### config.mk
export PLATFORM = sky130hd
export DESIGN_NAME = bus_arbiter_flat
export DESIGN_NICKNAME = d
export VERILOG_FILES = /design/src/rtl/bus_arbiter_if.sv /design/src/rtl/bus_arbiter.sv /design/src/flat_wrapper.sv
export SDC_FILE = /design/constraint.sdc
export NUM_CORES = 1
export LEC_CHECK = 0
export BUFFER_PORTS_ARGS = -buffer_cell sky130_fd_sc_hd__buf_2
export CAP_MARGIN = 30
export CORE_ASPECT_RATIO = 0.6
export CORE_MARGIN = 2
export CORE_UTILIZATION = 38
export DETAILED_ROUTE_END_ITERATION = 6
export PLACE_DENSITY = 0.92
export SLEW_MARGIN = 20
export SYNTH_ARGS = -nofsm -noshare
export SYNTH_HDL_FRONTEND = slang
export SYNTH_SLANG_ARGS = --single-unit
### constraint.sdc
create_clock -name clk -period 3.08 [get_ports clk]
set_input_delay 0.77 -clock clk [delete_from_list [all_inputs] [get_ports clk]]
set_output_delay 0.77 -clock clk [all_outputs]
set_load 0.01 [all_outputs]
### src/rtl/bus_arbiter_if.sv
// rtl/bus_arbiter_if.sv - request/grant bus bundle between four masters and the arbiter
// The master modport is the requester side; the slave modport is the arbiter side.
interface bus_arbiter_if #(
   parameter int WIDTH = 32
);
   logic [3:0]       req;
   logic [WIDTH-1:0] m0_data;
   logic [WIDTH-1:0] m1_data;
   logic [WIDTH-1:0] m2_data;
   logic [WIDTH-1:0] m3_data;
   logic             bus_ready;
   logic [3:0]       gnt;
   logic [1:0]       sel;
   logic [WIDTH-1:0] bus_out;
   logic             busy;
   logic             timeout;

   modport master (
      output req, m0_data, m1_data, m2_data, m3_data, bus_ready,
      input  gnt, sel, bus_out, busy, timeout
   );

   modport slave (
      input  req, m0_data, m1_data, m2_data, m3_data, bus_ready,
      output gnt, sel, bus_out, busy, timeout
   );
endinterface

### src/rtl/bus_arbiter.sv
// rtl/bus_arbiter.sv - four-master round-robin arbiter with per-grant ready timeout
// A release re-arbitrates in the same edge, so back-to-back grants have no idle bubble.
module bus_arbiter #(
   parameter int WIDTH   = 32,
   parameter int TIMEOUT = 16
) (
   input  logic          clk,
   input  logic          reset,
   bus_arbiter_if.slave  bi
);
   localparam int CW = (TIMEOUT > 1) ? $clog2(TIMEOUT) : 1;
   localparam logic [CW-1:0] CNT_MAX = CW'(TIMEOUT - 1);

   localparam logic [0:0] IDLE  = 1'b0;
   localparam logic [0:0] GRANT = 1'b1;

   logic [0:0]    state_q, state_d;
   logic [3:0]    gnt_q, gnt_d;
   logic [1:0]    sel_q, sel_d;
   logic          busy_q, busy_d;
   logic          timeout_q, timeout_d;
   logic [CW-1:0] cnt_q, cnt_d;
   logic [1:0]    last_q, last_d;

   logic [1:0]    ptr;
   logic [1:0]    cand;
   logic [1:0]    win;
   logic          found;
   logic          cnt_done;
   logic          release_ev;
   logic [WIDTH-1:0] bus_out_w;

   // In GRANT the pointer used for re-arbitration is the master being released.
   assign ptr        = (state_q == GRANT) ? sel_q : last_q;
   assign cnt_done   = (cnt_q == CNT_MAX);
   assign release_ev = bi.bus_ready || !bi.req[sel_q] || cnt_done;

   always_comb begin
      found = 1'b0;
      win   = 2'd0;
      cand  = 2'd0;
      for (int i = 1; i <= 4; i++) begin
         cand = ptr + 2'(i);
         if (!found && bi.req[cand]) begin
            found = 1'b1;
            win   = cand;
         end
      end
   end

   always_comb begin
      state_d   = state_q;
      gnt_d     = gnt_q;
      sel_d     = sel_q;
      busy_d    = busy_q;
      timeout_d = 1'b0;
      cnt_d     = cnt_q;
      last_d    = last_q;
      if (state_q == IDLE) begin
         if (found) begin
            state_d = GRANT;
            gnt_d   = 4'b0001 << win;
            sel_d   = win;
            busy_d  = 1'b1;
            cnt_d   = '0;
         end
      end else if (release_ev) begin
         last_d    = sel_q;
         // Ready and a dropped request both take precedence over the counter.
         timeout_d = !bi.bus_ready && bi.req[sel_q] && cnt_done;
         if (found) begin
            gnt_d = 4'b0001 << win;
            sel_d = win;
            cnt_d = '0;
         end else begin
            state_d = IDLE;
            gnt_d   = 4'b0000;
            busy_d  = 1'b0;
            cnt_d   = '0;
         end
      end else begin
         cnt_d = cnt_q + CW'(1);
      end
   end

   always_ff @(posedge clk) begin
      if (reset) begin
         state_q   <= IDLE;
         gnt_q     <= 4'b0000;
         sel_q     <= 2'd0;
         busy_q    <= 1'b0;
         timeout_q <= 1'b0;
         cnt_q     <= '0;
         last_q    <= 2'd3;
      end else begin
         state_q   <= state_d;
         gnt_q     <= gnt_d;
         sel_q     <= sel_d;
         busy_q    <= busy_d;
         timeout_q <= timeout_d;
         cnt_q     <= cnt_d;
         last_q    <= last_d;
      end
   end

   always_comb begin
      case (sel_q)
         2'd0:    bus_out_w = bi.m0_data;
         2'd1:    bus_out_w = bi.m1_data;
         2'd2:    bus_out_w = bi.m2_data;
         default: bus_out_w = bi.m3_data;
      endcase
   end

   assign bi.gnt     = gnt_q;
   assign bi.sel     = sel_q;
   assign bi.busy    = busy_q;
   assign bi.timeout = timeout_q;
   assign bi.bus_out = bus_out_w;
endmodule

### src/flat_wrapper.sv
// flat-port wrapper written by rule: the top's interface ports become plain ports
module bus_arbiter_flat 
#(
   parameter int WIDTH   = 32,
   parameter int TIMEOUT = 16
)
  (clk, reset, bi_req, bi_m0_data, bi_m1_data, bi_m2_data, bi_m3_data, bi_bus_ready, bi_gnt, bi_sel, bi_bus_out, bi_busy, bi_timeout);
  bus_arbiter_if #(.WIDTH(WIDTH)) bi_i ();
  input  logic clk;
  input  logic reset;
  input wire logic [$bits(bi_i.req)-1:0] bi_req;
  input wire logic [$bits(bi_i.m0_data)-1:0] bi_m0_data;
  input wire logic [$bits(bi_i.m1_data)-1:0] bi_m1_data;
  input wire logic [$bits(bi_i.m2_data)-1:0] bi_m2_data;
  input wire logic [$bits(bi_i.m3_data)-1:0] bi_m3_data;
  input wire logic [$bits(bi_i.bus_ready)-1:0] bi_bus_ready;
  output wire logic [$bits(bi_i.gnt)-1:0] bi_gnt;
  output wire logic [$bits(bi_i.sel)-1:0] bi_sel;
  output wire logic [$bits(bi_i.bus_out)-1:0] bi_bus_out;
  output wire logic [$bits(bi_i.busy)-1:0] bi_busy;
  output wire logic [$bits(bi_i.timeout)-1:0] bi_timeout;
  assign bi_i.req = bi_req;
  assign bi_i.m0_data = bi_m0_data;
  assign bi_i.m1_data = bi_m1_data;
  assign bi_i.m2_data = bi_m2_data;
  assign bi_i.m3_data = bi_m3_data;
  assign bi_i.bus_ready = bi_bus_ready;
  assign bi_gnt = bi_i.gnt;
  assign bi_sel = bi_i.sel;
  assign bi_bus_out = bi_i.bus_out;
  assign bi_busy = bi_i.busy;
  assign bi_timeout = bi_i.timeout;
  bus_arbiter #(.WIDTH(WIDTH), .TIMEOUT(TIMEOUT)) u_core (.clk(clk), .reset(reset), .bi(bi_i));
endmodule
==> impl_metrics.ini <==
[global_route]
antenna_found_initial = 0
track_usage_pct = 22.6
grt_pass1_vias = 1811
grt_overflow = 0
grt_most_used_layer = met2
grtUsageMet3_pct = 4.37
grtUsageMet1_pct = 28.6
grt_max_degree = 28
grt_pass1_wl_mm = 8.11
gr-usage-met2_pct = 41.9

[sta]
fin_worst_skew_ns = 0.00318
tightest_slew_ns = 0.452
period_share_pct = 84.3
setup_slack_ns = 0.483
finalSetupTns_ns = 0
maxSlewViolCount = 0
min_period_ns = 2.60
fin_hold_ws_ns = 0.474
relSlewSlack_pct = 69.7
fmax_mhz = 385
grt_setup_unrepaired = false
setup-violations-final = 0
hold_viol_final = 0

[synthesis]
synth-seq-area-share_pct = 18.7
yosysTopAreaCell = mux4_2
synth.area.top_cells = mux4_2 46%, dfxtp_1 19%, buf_6 2.8%
synthArstFlopShare_pct = 0
syn_area_sq_um = 1610
yosys_warnings = 0
synth_seq_cells = 15
ys.flop_type = dfxtp_1
syn_avg_cell_area_sq_um = 12.4
synth_enable_flop_cells = 0
synth_cell_types = 40
syn_inst = 129
yosysTopAreaCellShare_pct = 46.3
syn-num-nets = 265

[worst_setup_path]
required_ns = 2.31
regToRegStartpoint = u_core.bi.sel[0]
r2r_slack_ns = 1.02
crit_fanout = 15
cp-end-kind = primary output
r2r_end = u_core.last_q[0]
crit_type = reg -> out
crit_path_end = bi_bus_out[5]
worstPathArrival_ns = 1.83
cp-startpoint = u_core.bi.sel[0]
r2r_cells = 4
worstSetupStartpointType = flip-flop

[power_and_ir_drop]
p_per_area_nw_per_um2 = 362
switching_share_pct = 34.6
ir_drop_v = 0.000231
total_power_mw = 0.924
p_sw_mw = 0.320
seq_power_share_pct = 25.9
clkPwrFrac_pct = 17.2
combPwrFrac_pct = 56.9
leakagePower_nw = 1.21
p_int_mw = 0.604

[outcome]
status = finished clean

[hold_path]
worstHoldPathType = reg -> reg

[route]
drt-vias-per-instance = 5.23
vias = 1871
drt_iter0_markers = 103
totalWireLength_mm = 6.05
first_pass_iters = 6
drc = 0
post_drt_wl_per_cell_microns = 16.9
drtAntennaViolNets = 0

[clock_tree]
cts_buffers = 3
cts.reportedPaths.clkPinSlew_ns = 0.06
cts_buffer_depth = 2
cts-root-buf = clkbuf_8
clk-insertion-delay-late_ns = 0.25
cts.sinks = 15
cts_setup_buffers = 0
hold_buffers = 0
htree_levels = 1
cts_tree = yes
ctsResizeCount = 0

[place]
port_buffers = 174
hpwl_mm = 5.17
gp_congestion = 0.917
dp_slack_ns = 0.707
placed_cell_area_sq_um = 2510

[layout]
post-route-cell-area_sq_um = 2550
layout-drive-gt1-share_pct = 74.8
area_growth_pct = 59.2
final_common_cell = buf_2
fin_nets = 435
diodes = 0
final_cell_mix = 174 x buf_2, 33 x mux4_2, 13 x dfxtp_1

[floorplanning]
fp.dieH_microns = 54.3
core-area_sq_um = 4080
dieArea_sq_um = 4780
io_pins = 175
die_w_microns = 87.9
start_util_pct = 39.4
std_cell_rows = 18

[flow_run]
maxCapViolations = 0
## power by group through the flow
stage | Combinational, mW | Sequential [mW] | Clock (mW)
finish | 0.526 | 0.239 | 0.159
global route | 0.567 | 0.244 | 0.167
CTS | 0.529 | 0.241 | 0.162
detailed placement | 0.528 | 0.245 | 0
global placement | 0.512 | 0.244 | 0
floorplan | 0.337 | 0.229 | 0
## metal layers
layer | vias up | part of all wire [%] | wire (microns)
met3 | 4 | 6.9 | 416
met2 | 85 | 53 | 3220
met1 | 904 | 39 | 2390
li1 | 878 | - | -
met4 | 0 | 0.41 | 25
met5 | - | 0 | 0
## registers in the layout, summed over array words and instances, names as in the netlist
signal,cells
u_core.last_q,2
u_core.bi.timeout,1
u_core.bi.gnt,4
u_core.bi.busy,1
u_core.bi.sel,2
u_core.state_q,1
u_core.cnt_q,4
## Yosys cell counts (2+ instances only)
master and n:
mux2i_1 4, buf_2 3, nand2_1 5, nand3_1 2, mux4_2 33, a211o_1 2, clkbuf_1 5, o211ai_1 2
a21oi_1 5, buf_6 4, nor3_1 2, nor4_1 2, nor2b_1 4, inv_1 6, nor2_1 6, o21ai_0 5
mux2i_2 2, dfxtp_1 15
## final cells by class
| cell class | instances | area, sq um |
|---|---|---|
| Fill cell | 337 | 1520 |
| Multi-Input combinational cell | 95 | 1200 |
| Timing Repair Buffer | 178 | 913 |
| Sequential cell | 15 | 303 |
| Tap cell | 60 | 75.1 |
| Clock buffer | 4 | 45.0 |
| Inverter | 6 | 22.5 |
## stage by stage
stage | utilization (%) | cells
5_1_grt | 62.7 | 358
2_1_floorplan | - | 129
4_1_cts | 62.7 | 358
3_5_place_dp | 61.6 | 354
3_3_place_gp | 61.6 | 354
6_report | 62.7 | 358
## worst max-delay path: stages (launching register included)
cell and delay [ns]:
dfxtp_2 0.58, buf_4 0.32, mux4_2 0.52, buf_2 0.16
## how the worst min path moves through the flow
stage | cells after the start | endpoint | slack (ns) | from
global placement | 2 | u_core.bi.gnt[3] | 0.46 | u_core.bi.gnt[3]
floorplan | 2 | u_core.bi.gnt[2] | 0.49 | u_core.bi.gnt[2]
CTS | 2 | u_core.bi.gnt[2] | 0.48 | u_core.bi.gnt[2]
detailed placement | 2 | u_core.bi.gnt[2] | 0.47 | u_core.bi.gnt[2]
global route | 2 | u_core.bi.gnt[2] | 0.50 | u_core.bi.gnt[2]
finish | 2 | u_core.bi.gnt[2] | 0.47 | u_core.bi.gnt[2]
## cells by family after synthesis
group	count (synthesis)	share of synthesized area [%]
adder cells (fa/ha/maj)	1	0.779
AND/OR/NAND/NOR	27	9.28
multiplexers	39	50.5
buffers and inverters	19	6.78
flip-flops	15	18.7
AO/OA/AOI/OAI	28	14.0
Note: power is estimated with default switching activity, not from simulation.
